### config.mk
export PLATFORM = sky130hd
export DESIGN_NAME = dcache_port_sched
export DESIGN_NICKNAME = d
export VERILOG_FILES = /design/src/rtl/dcache_sched_pkg.sv /design/src/rtl/dcache_age_arb.sv /design/src/rtl/dcache_port_sched.sv
export SDC_FILE = /design/constraint.sdc
export NUM_CORES = 1
export LEC_CHECK = 0
export CORE_UTILIZATION = 50
export CTS_CLUSTER_DIAMETER = 100
export DETAILED_ROUTE_END_ITERATION = 8
export GPL_TIMING_DRIVEN = 0
export PLACE_DENSITY = 0.87
export SETUP_SLACK_MARGIN = 0.2
export SYNTH_ARGS = -nofsm -noshare
export SYNTH_HDL_FRONTEND = slang
export SYNTH_HIERARCHICAL = 1
export SYNTH_SLANG_ARGS = --single-unit
export TNS_END_PERCENT = 5
### constraint.sdc
create_clock -name clk -period 8.1 [get_ports clk]
set_input_delay 1.215 -clock clk [delete_from_list [all_inputs] [get_ports clk]]
set_output_delay 1.215 -clock clk [all_outputs]
set_load 0.005 [all_outputs]
### src/rtl/dcache_sched_pkg.sv
// Shared encodings for the data-cache port scheduler: source ids, FSM states
// and the access-size to byte-count table.
package dcache_sched_pkg;

  localparam int NUM_SRC = 3;

  localparam logic [1:0] SRC_WB = 2'd0;
  localparam logic [1:0] SRC_RD = 2'd1;
  localparam logic [1:0] SRC_SW = 2'd2;

  typedef enum logic {
    ST_IDLE   = 1'b0,
    ST_SPLIT2 = 1'b1
  } state_e;

  // Indexed by the 2-bit size code: 1B, 2B, 4B, 8B.
  localparam logic [3:0] SIZE_BYTES [4] = '{4'd1, 4'd2, 4'd4, 4'd8};

endpackage

### src/rtl/dcache_age_arb.sv
// Per-requester wait-age counters and winner select. Requesters that have
// waited AGE_MAX cycles beat the fixed WB > RD > SW order; grant is one-hot.
module dcache_age_arb
  import dcache_sched_pkg::*;
#(
  parameter int AGE_MAX = 7,
  parameter int AGE_W   = 3
) (
  input  logic               clk,
  input  logic               clr,
  input  logic [NUM_SRC-1:0] req_valid,
  input  logic [NUM_SRC-1:0] req_ack,
  output logic [NUM_SRC-1:0] grant
`ifdef DCPS_PERF_CNT_EN
  ,
  output logic               promoted
`endif
);

  localparam logic [AGE_W-1:0] AGE_SAT = AGE_W'(AGE_MAX);
  localparam logic [AGE_W-1:0] AGE_ONE = AGE_W'(1);
  localparam logic [NUM_SRC-1:0] VEC_ONE = NUM_SRC'(1);

  logic [NUM_SRC-1:0] old_vec;
  logic [NUM_SRC-1:0] fixed_pick;
  logic [NUM_SRC-1:0] promo_pick;

  generate
    for (genvar gi = 0; gi < NUM_SRC; gi++) begin : g_age
      logic [AGE_W-1:0] age_q;
      logic [AGE_W-1:0] age_d;

      assign old_vec[gi] = req_valid[gi] && (age_q == AGE_SAT);

      always_comb begin
        age_d = age_q;
        if (!req_valid[gi] || req_ack[gi]) begin
          age_d = '0;
        end else if (age_q != AGE_SAT) begin
          age_d = age_q + AGE_ONE;
        end
      end

      always_ff @(posedge clk) begin
        if (!clr) begin
          age_q <= '0;
        end else begin
          age_q <= age_d;
        end
      end
    end
  endgenerate

  // Lowest set bit of each candidate vector gives the priority pick.
  assign fixed_pick = req_valid & ~(req_valid - VEC_ONE);
  assign promo_pick = old_vec & ~(old_vec - VEC_ONE);
  assign grant      = (|old_vec) ? promo_pick : fixed_pick;

`ifdef DCPS_PERF_CNT_EN
  assign promoted = (|old_vec) && (promo_pick != fixed_pick);
`endif

endmodule

### src/rtl/dcache_port_sched.sv
// Single-slot scheduler in front of the D-cache pipeline: arbitrates WB/RD/SW,
// splits line-crossing accesses into two beats. Optional counters: DCPS_PERF_CNT_EN.
module dcache_port_sched
  import dcache_sched_pkg::*;
#(
  parameter int AGE_MAX    = 7,
  parameter int AGE_W      = 3,
  parameter int LINE_OFS_W = 4
) (
  input  logic        clk,
  input  logic        clr,
  input  logic        wb_valid,
  input  logic        rd_valid,
  input  logic        sw_valid,
  output logic        wb_ready,
  output logic        rd_ready,
  output logic        sw_ready,
  input  logic [31:0] wb_addr,
  input  logic [31:0] rd_addr,
  input  logic [31:0] sw_addr,
  input  logic [1:0]  wb_size,
  input  logic [1:0]  rd_size,
  input  logic [1:0]  sw_size,
  input  logic [6:0]  wb_ptcid,
  input  logic [6:0]  rd_ptcid,
  input  logic [6:0]  sw_ptcid,
  output logic        out_valid,
  input  logic        out_ready,
  output logic [31:0] out_addr,
  output logic [1:0]  out_size,
  output logic [6:0]  out_ptcid,
  output logic [1:0]  out_src,
  output logic        out_beat,
  output logic        out_last,
  output logic        busy
`ifdef DCPS_PERF_CNT_EN
  ,
  output logic [31:0] perf_grants_wb,
  output logic [31:0] perf_grants_rd,
  output logic [31:0] perf_grants_sw,
  output logic [31:0] perf_splits,
  output logic [31:0] perf_promotions
`endif
);

  localparam int SPAN_W = LINE_OFS_W + 1;
  localparam int LINE_W = 32 - LINE_OFS_W;
  localparam logic [SPAN_W-1:0] SPAN_ONE = SPAN_W'(1);
  localparam logic [LINE_W-1:0] LINE_ONE = LINE_W'(1);

  state_e              state_q;
  logic                out_valid_q;
  logic [31:0]         out_addr_q;
  logic [1:0]          out_size_q;
  logic [6:0]          out_ptcid_q;
  logic [1:0]          out_src_q;
  logic                out_beat_q;
  logic                out_last_q;
  logic [LINE_W-1:0]   cap_line_q;
  logic [1:0]          cap_src_q;

  logic [NUM_SRC-1:0]  req_valid;
  logic [NUM_SRC-1:0]  grant;
  logic [NUM_SRC-1:0]  ready_vec;
  logic [31:0]         sel_addr;
  logic [1:0]          sel_size;
  logic [6:0]          sel_ptcid;
  logic [1:0]          sel_src;
  logic [SPAN_W-1:0]   span;
  logic                split_sel;
  logic                reg_free;
  logic                load_first;
  logic                load_second;

  assign req_valid = {sw_valid, rd_valid, wb_valid};
  assign reg_free  = !out_valid_q || out_ready;

`ifdef DCPS_PERF_CNT_EN
  logic promoted;
`endif

  dcache_age_arb #(
    .AGE_MAX (AGE_MAX),
    .AGE_W   (AGE_W)
  ) u_age_arb (
    .clk       (clk),
    .clr       (clr),
    .req_valid (req_valid),
    .req_ack   (ready_vec),
    .grant     (grant)
`ifdef DCPS_PERF_CNT_EN
    ,
    .promoted  (promoted)
`endif
  );

  always_comb begin
    sel_addr  = wb_addr;
    sel_size  = wb_size;
    sel_ptcid = wb_ptcid;
    sel_src   = SRC_WB;
    if (grant[1]) begin
      sel_addr  = rd_addr;
      sel_size  = rd_size;
      sel_ptcid = rd_ptcid;
      sel_src   = SRC_RD;
    end else if (grant[2]) begin
      sel_addr  = sw_addr;
      sel_size  = sw_size;
      sel_ptcid = sw_ptcid;
      sel_src   = SRC_SW;
    end
  end

  assign span      = {1'b0, sel_addr[LINE_OFS_W-1:0]} + SPAN_W'(SIZE_BYTES[sel_size]) - SPAN_ONE;
  assign split_sel = span[LINE_OFS_W];

  assign load_first  = clr && (state_q == ST_IDLE) && reg_free && (|grant);
  assign load_second = clr && (state_q == ST_SPLIT2) && reg_free;

  // A split access is only acknowledged when its second beat is loaded.
  always_comb begin
    ready_vec = '0;
    if (load_first && !split_sel) begin
      ready_vec = grant;
    end else if (load_second) begin
      ready_vec = NUM_SRC'(1) << cap_src_q;
    end
  end

  always_ff @(posedge clk) begin
    if (!clr) begin
      state_q     <= ST_IDLE;
      out_valid_q <= 1'b0;
      out_addr_q  <= '0;
      out_size_q  <= '0;
      out_ptcid_q <= '0;
      out_src_q   <= '0;
      out_beat_q  <= 1'b0;
      out_last_q  <= 1'b0;
      cap_line_q  <= '0;
      cap_src_q   <= '0;
    end else begin
      case (state_q)
        ST_IDLE: begin
          if (reg_free) begin
            if (|grant) begin
              out_valid_q <= 1'b1;
              out_addr_q  <= sel_addr;
              out_size_q  <= sel_size;
              out_ptcid_q <= sel_ptcid;
              out_src_q   <= sel_src;
              out_beat_q  <= 1'b0;
              out_last_q  <= !split_sel;
              cap_line_q  <= sel_addr[31:LINE_OFS_W];
              cap_src_q   <= sel_src;
              if (split_sel) begin
                state_q <= ST_SPLIT2;
              end
            end else begin
              out_valid_q <= 1'b0;
            end
          end
        end
        ST_SPLIT2: begin
          // size/ptcid/src registers still hold the first beat's values.
          if (reg_free) begin
            out_valid_q <= 1'b1;
            out_addr_q  <= {cap_line_q + LINE_ONE, {LINE_OFS_W{1'b0}}};
            out_beat_q  <= 1'b1;
            out_last_q  <= 1'b1;
            state_q     <= ST_IDLE;
          end
        end
      endcase
    end
  end

  assign wb_ready  = ready_vec[0];
  assign rd_ready  = ready_vec[1];
  assign sw_ready  = ready_vec[2];
  assign out_valid = out_valid_q;
  assign out_addr  = out_addr_q;
  assign out_size  = out_size_q;
  assign out_ptcid = out_ptcid_q;
  assign out_src   = out_src_q;
  assign out_beat  = out_beat_q;
  assign out_last  = out_last_q;
  assign busy      = (state_q != ST_IDLE) || out_valid_q;

`ifdef DCPS_PERF_CNT_EN
  logic [31:0] perf_wb_q, perf_rd_q, perf_sw_q, perf_split_q, perf_promo_q;

  always_ff @(posedge clk) begin
    if (!clr) begin
      perf_wb_q    <= '0;
      perf_rd_q    <= '0;
      perf_sw_q    <= '0;
      perf_split_q <= '0;
      perf_promo_q <= '0;
    end else begin
      if (ready_vec[0]) perf_wb_q <= perf_wb_q + 32'd1;
      if (ready_vec[1]) perf_rd_q <= perf_rd_q + 32'd1;
      if (ready_vec[2]) perf_sw_q <= perf_sw_q + 32'd1;
      if (load_first && split_sel) perf_split_q <= perf_split_q + 32'd1;
      if (load_first && promoted) perf_promo_q <= perf_promo_q + 32'd1;
    end
  end

  assign perf_grants_wb  = perf_wb_q;
  assign perf_grants_rd  = perf_rd_q;
  assign perf_grants_sw  = perf_sw_q;
  assign perf_splits     = perf_split_q;
  assign perf_promotions = perf_promo_q;
`endif

endmodule

==> results.txt <==
----------------------------------------------------
[Status]
  Result of the run ... complete, no violations

[STA]
  Sum of negative setup slack ... 0 ns
  Worst setup skew after layout ... 0.00658 ns
  Final period utilization ... 0.878
  Number of setup violations in the final report ... 0
  Final Hold Fails ... 0
  Setup repair after global routing missed its margin ... false
  Fin crit period ... 7.11 ns
  Slew at the pin closest to its max-slew limit ... 0.747 ns
  Worst slew slack as a fraction of its limit ... 0.500
  Fmax ... 0.141 GHz
  Final slew viol count ... 0

[Clock tree]
  Number of H-tree levels ... 3
  Clock network latency to the later pin of the worst-skew pair ... 0.36 ns
  Clock slew at the register clock pins of the worst setup and hold paths ... 0.09 ns
  Number of hold buffers added after cts ... 0
  Post-CTS setup buffer count ... 0
  Clk sinks ... 84
  Number of buffers on the longest clock path ... 2
  Total clock buffers created by CTS ... 9
  CTS tree ... yes
  Cell at the root of the clock tree ... clkbuf_8
  Count of cells resized by post-cts repair ... 0

[Critical path]
  Reg-to-reg setup timing slack ... 3.14 ns
  R2R Path End ... u_age_arb/g_age[1].age_q[1]$_SDFFE_PP0P_
  Critical Path Slowest Stage Cell ... clkdlybuf4s50_1
  Kind of capture point of the worst setup path ... primary output
  Crit path buf inv count ... 6
  Worst EP required ... 6.88 ns
  Worst Reg-to-Reg Cells ... 20
  Launch point of the worst reg-to-reg path ... u_age_arb/g_age[2].age_q[0]$_SDFFE_PP0P_
  Startpoint class of the critical path ... input port
  Top cell family by delay on the critical path ... buffers and inverters
  Critical path endpoint ... sw_ready
  Longest individual stage delay on the worst path ... 0.51 ns
  Worst path cell trace ... clkdlybuf4s50_1 > a21boi_1 > o21a_1 > buf_2 > buf_2 > clkbuf_1 > o21ai_0 > nand2_1 > ha_1 > inv_1 > ha_1 > and3b_1 > and2_1 > a221o_1 > a311o_2 > a41o_1 > clkdlybuf4s50_1
  Number of cells on the critical path ... 17
  Kind of critical path ... in -> out
  Critical path peak fanout ... 10
  CP arrival ... 5.90 ns
  Source of the critical timing path ... wb_valid

[Detailed routing]
  Number of DRC markers in iteration 0 ... 458
  Total length of routed wires ... 17,700 um
  DR pass1 iterations ... 5
  Vias per Instance ... 5.95
  Via count ... 5,718
  Average wire per cell in the routed design ... 18.4 um
  Drc violations ... 0
  Post-detailed-route count of antenna-violating nets ... 0

[Floorplan]
  Row cnt ... 36
  Placeable Area ... 0.00982 mm^2
  Die Outline Area ... 0.0106 mm^2
  Die span in y ... 103 um
  # IOs ... 179
  Effective utilization at floorplan ... 0.521
  Die X-Extent ... 103 um

[Global routing]
  Number of global-route vias before repair ... 5,553
  Antenna violations before repair ... 0
  Global-route wire length before repair ... 26,800 um
  All-layer global routing usage ... 0.334
  Global route total overflow ... 0
  Maximum number of pins on one net before global-route repair ... 14

[Final layout]
  Share of post-route cells with drive strength above 1 ... 0.0773
  Final Net Count ... 966
  # diodes ... 0
  Layout overhead on the synthesized area ... 41.6%
  Post-layout instance area ... 0.00724 mm^2

[Power and ir drop]
  Portion of total power attributed to the clock network ... 0.246
  Internal Dissipation ... 0.000802 W
  Net Sw Frac ... 0.335
  Logic gate share of total power ... 0.337
  Power spent charging and discharging nets ... 0.000404 W
  PD cells ... 167 mW/mm^2
  Static leakage ... 2.70 nW
  Share of total power in sequential cells ... 0.417
  Worst ir drop on vdd ... 0.0000928 V

[Yosys]
  Number of warning messages in the yosys log ... 6
  Most frequently used flop master after synthesis ... dfxtp_1
  Flops & latches, synth ... 84
  Area of the mapped netlist ... 0.00511 mm^2
  Portion of synthesized cell area occupied by the leading cell type ... 0.329
  EDFF count, synth ... 0
  Number of library cell types mapped by synthesis ... 64
  Total nets after synthesis ... 777
  Sequential element share of the synthesized area ... 0.329
  Cells taking the most area after synthesis ... dfxtp_1 (33%), mux2i_1 (9.6%), nand2_1 (8.5%), a21oi_1 (6.0%), o21ai_0 (4.3%)
  Synthesized area divided by synthesized cell count ... 8.04 um^2
  Synth Instances ... 636
  Top cell type by total area after synthesis ... dfxtp_1
  Proportion of synthesized flip-flops having asynchronous set or reset ... 0

[Placement]
  Standard cell area after detailed placement ... 0.00706 mm^2
  Routability-driven placement congestion ratio ... 0.910
  Total of buffers placed on input and output ports ... 178
  Dpl hpwl ... 13,500 um

[Job]
  Maximum Capacitance Violations ... 0

[Min path]
  Worst min-delay path category ... reg -> reg
  Start point of the worst min-delay path ... out_ptcid[4]$_SDFFE_PN0P_

----------------------------------------------------
-- layout by cell type, fill, tap and decap left out, types with 8 or more instances in the layout --
master,count
clkdlybuf4s50_1,178
o21ai_0,44
xor2_1,11
nor2_1,48
ha_1,12
a211oi_1,8
xnor2_1,13
nand2_1,116
clkbuf_8,9
nand3_1,13
dfxtp_1,84
inv_1,12
a21oi_1,61
clkbuf_1,22
buf_2,10
mux2i_1,49
-- synth_stat cells, types with 11 or more instances --
| library cell | number |
|---|---|
| xor2_1 | 11 |
| clkbuf_1 | 22 |
| xnor2_1 | 13 |
| nand2_1 | 116 |
| mux2i_1 | 49 |
| nand3_1 | 13 |
| nor2_1 | 48 |
| ha_1 | 12 |
| a21oi_1 | 61 |
| inv_1 | 12 |
| dfxtp_1 | 84 |
| o21ai_0 | 44 |
-- final cells by class --
type	count	area (um^2)
clock inverters	5	55.1
plain buffers	48	243
repair buffers	178	1780
flip-flops and latches	84	1680
inverters	12	45.0
fillers	793	2580
multi-input cells	492	3140
clock buffers	9	124
well taps	133	166
-- worst min-delay path by stage --
stage / slack [ns] / cells after the start / end
2_1_floorplan: 0.45 / 2 / out_addr[10]$_SDFFE_PN0P_
3_3_place_gp: 0.44 / 2 / out_ptcid[4]$_SDFFE_PN0P_
3_5_place_dp: 0.45 / 2 / out_addr[11]$_SDFFE_PN0P_
4_1_cts: 0.46 / 2 / out_ptcid[4]$_SDFFE_PN0P_
5_1_grt: 0.48 / 2 / out_ptcid[4]$_SDFFE_PN0P_
6_report: 0.46 / 2 / out_ptcid[4]$_SDFFE_PN0P_
-- cells by family after synthesis --
logic type	share of synthesized area
xor+xnor	0.0411
compound gates	0.209
simple gates	0.224
buf+inv	0.0563
fa+ha+maj	0.0294
mux	0.111
flops	0.329
-- per-layer routing --
layer,vias to the layer above,routed length [um],track usage
li1,2646,-,-
met1,2649,6960,0.396
met2,356,8410,0.563
met3,67,1590,0.0637
met4,0,711,0.196
met5,-,0,0
-- flip-flops by register name, indices dropped and copies added (netlist names) --
register,count
out_last,1
out_size,2
out_valid,1
cap_line_q,28
out_ptcid,7
u_age_arb/g_age.age_q,9
state_q,1
out_beat,1
out_addr,32
cap_src_q,2
-- power by group through the flow --
| stage | Combinational (W) | Sequential [W] | Clock, W |
|---|---|---|---|
| after global routing | 0.000440 | 0.000508 | 0.000312 |
| after detailed placement | 0.000398 | 0.000510 | 0 |
| after CTS | 0.000401 | 0.000501 | 0.000293 |
| final | 0.000407 | 0.000502 | 0.000297 |
| after floorplan | 0.000201 | 0.000504 | 0 |
| after global placement | 0.000387 | 0.000508 | 0 |
-- tightest hold or removal path, delay by kind of cell (launching register included) --
kind | cells | cell delay [ns]
AOI/OAI and AO/OA | 1 | 0.05
DFF | 1 | 0.32
and+or+nand+nor | 1 | 0.05
-- metrics by stage --
stage | cells | total power (W) | hold WS (ns) | utilization | setup slack [ns]
floorplan | 636 | 0.000705 | 0.448 | - | 2.69
global placement | 947 | 0.000895 | 0.442 | 0.719 | 1.19
detailed placement | 947 | 0.000908 | 0.451 | 0.719 | 1.11
CTS | 961 | 0.00119 | 0.464 | 0.737 | 1.09
global route | 961 | 0.00126 | 0.484 | 0.737 | 0.751
finish | 961 | 0.00121 | 0.464 | 0.737 | 0.985
Note: power is estimated with default switching activity, not from simulation.
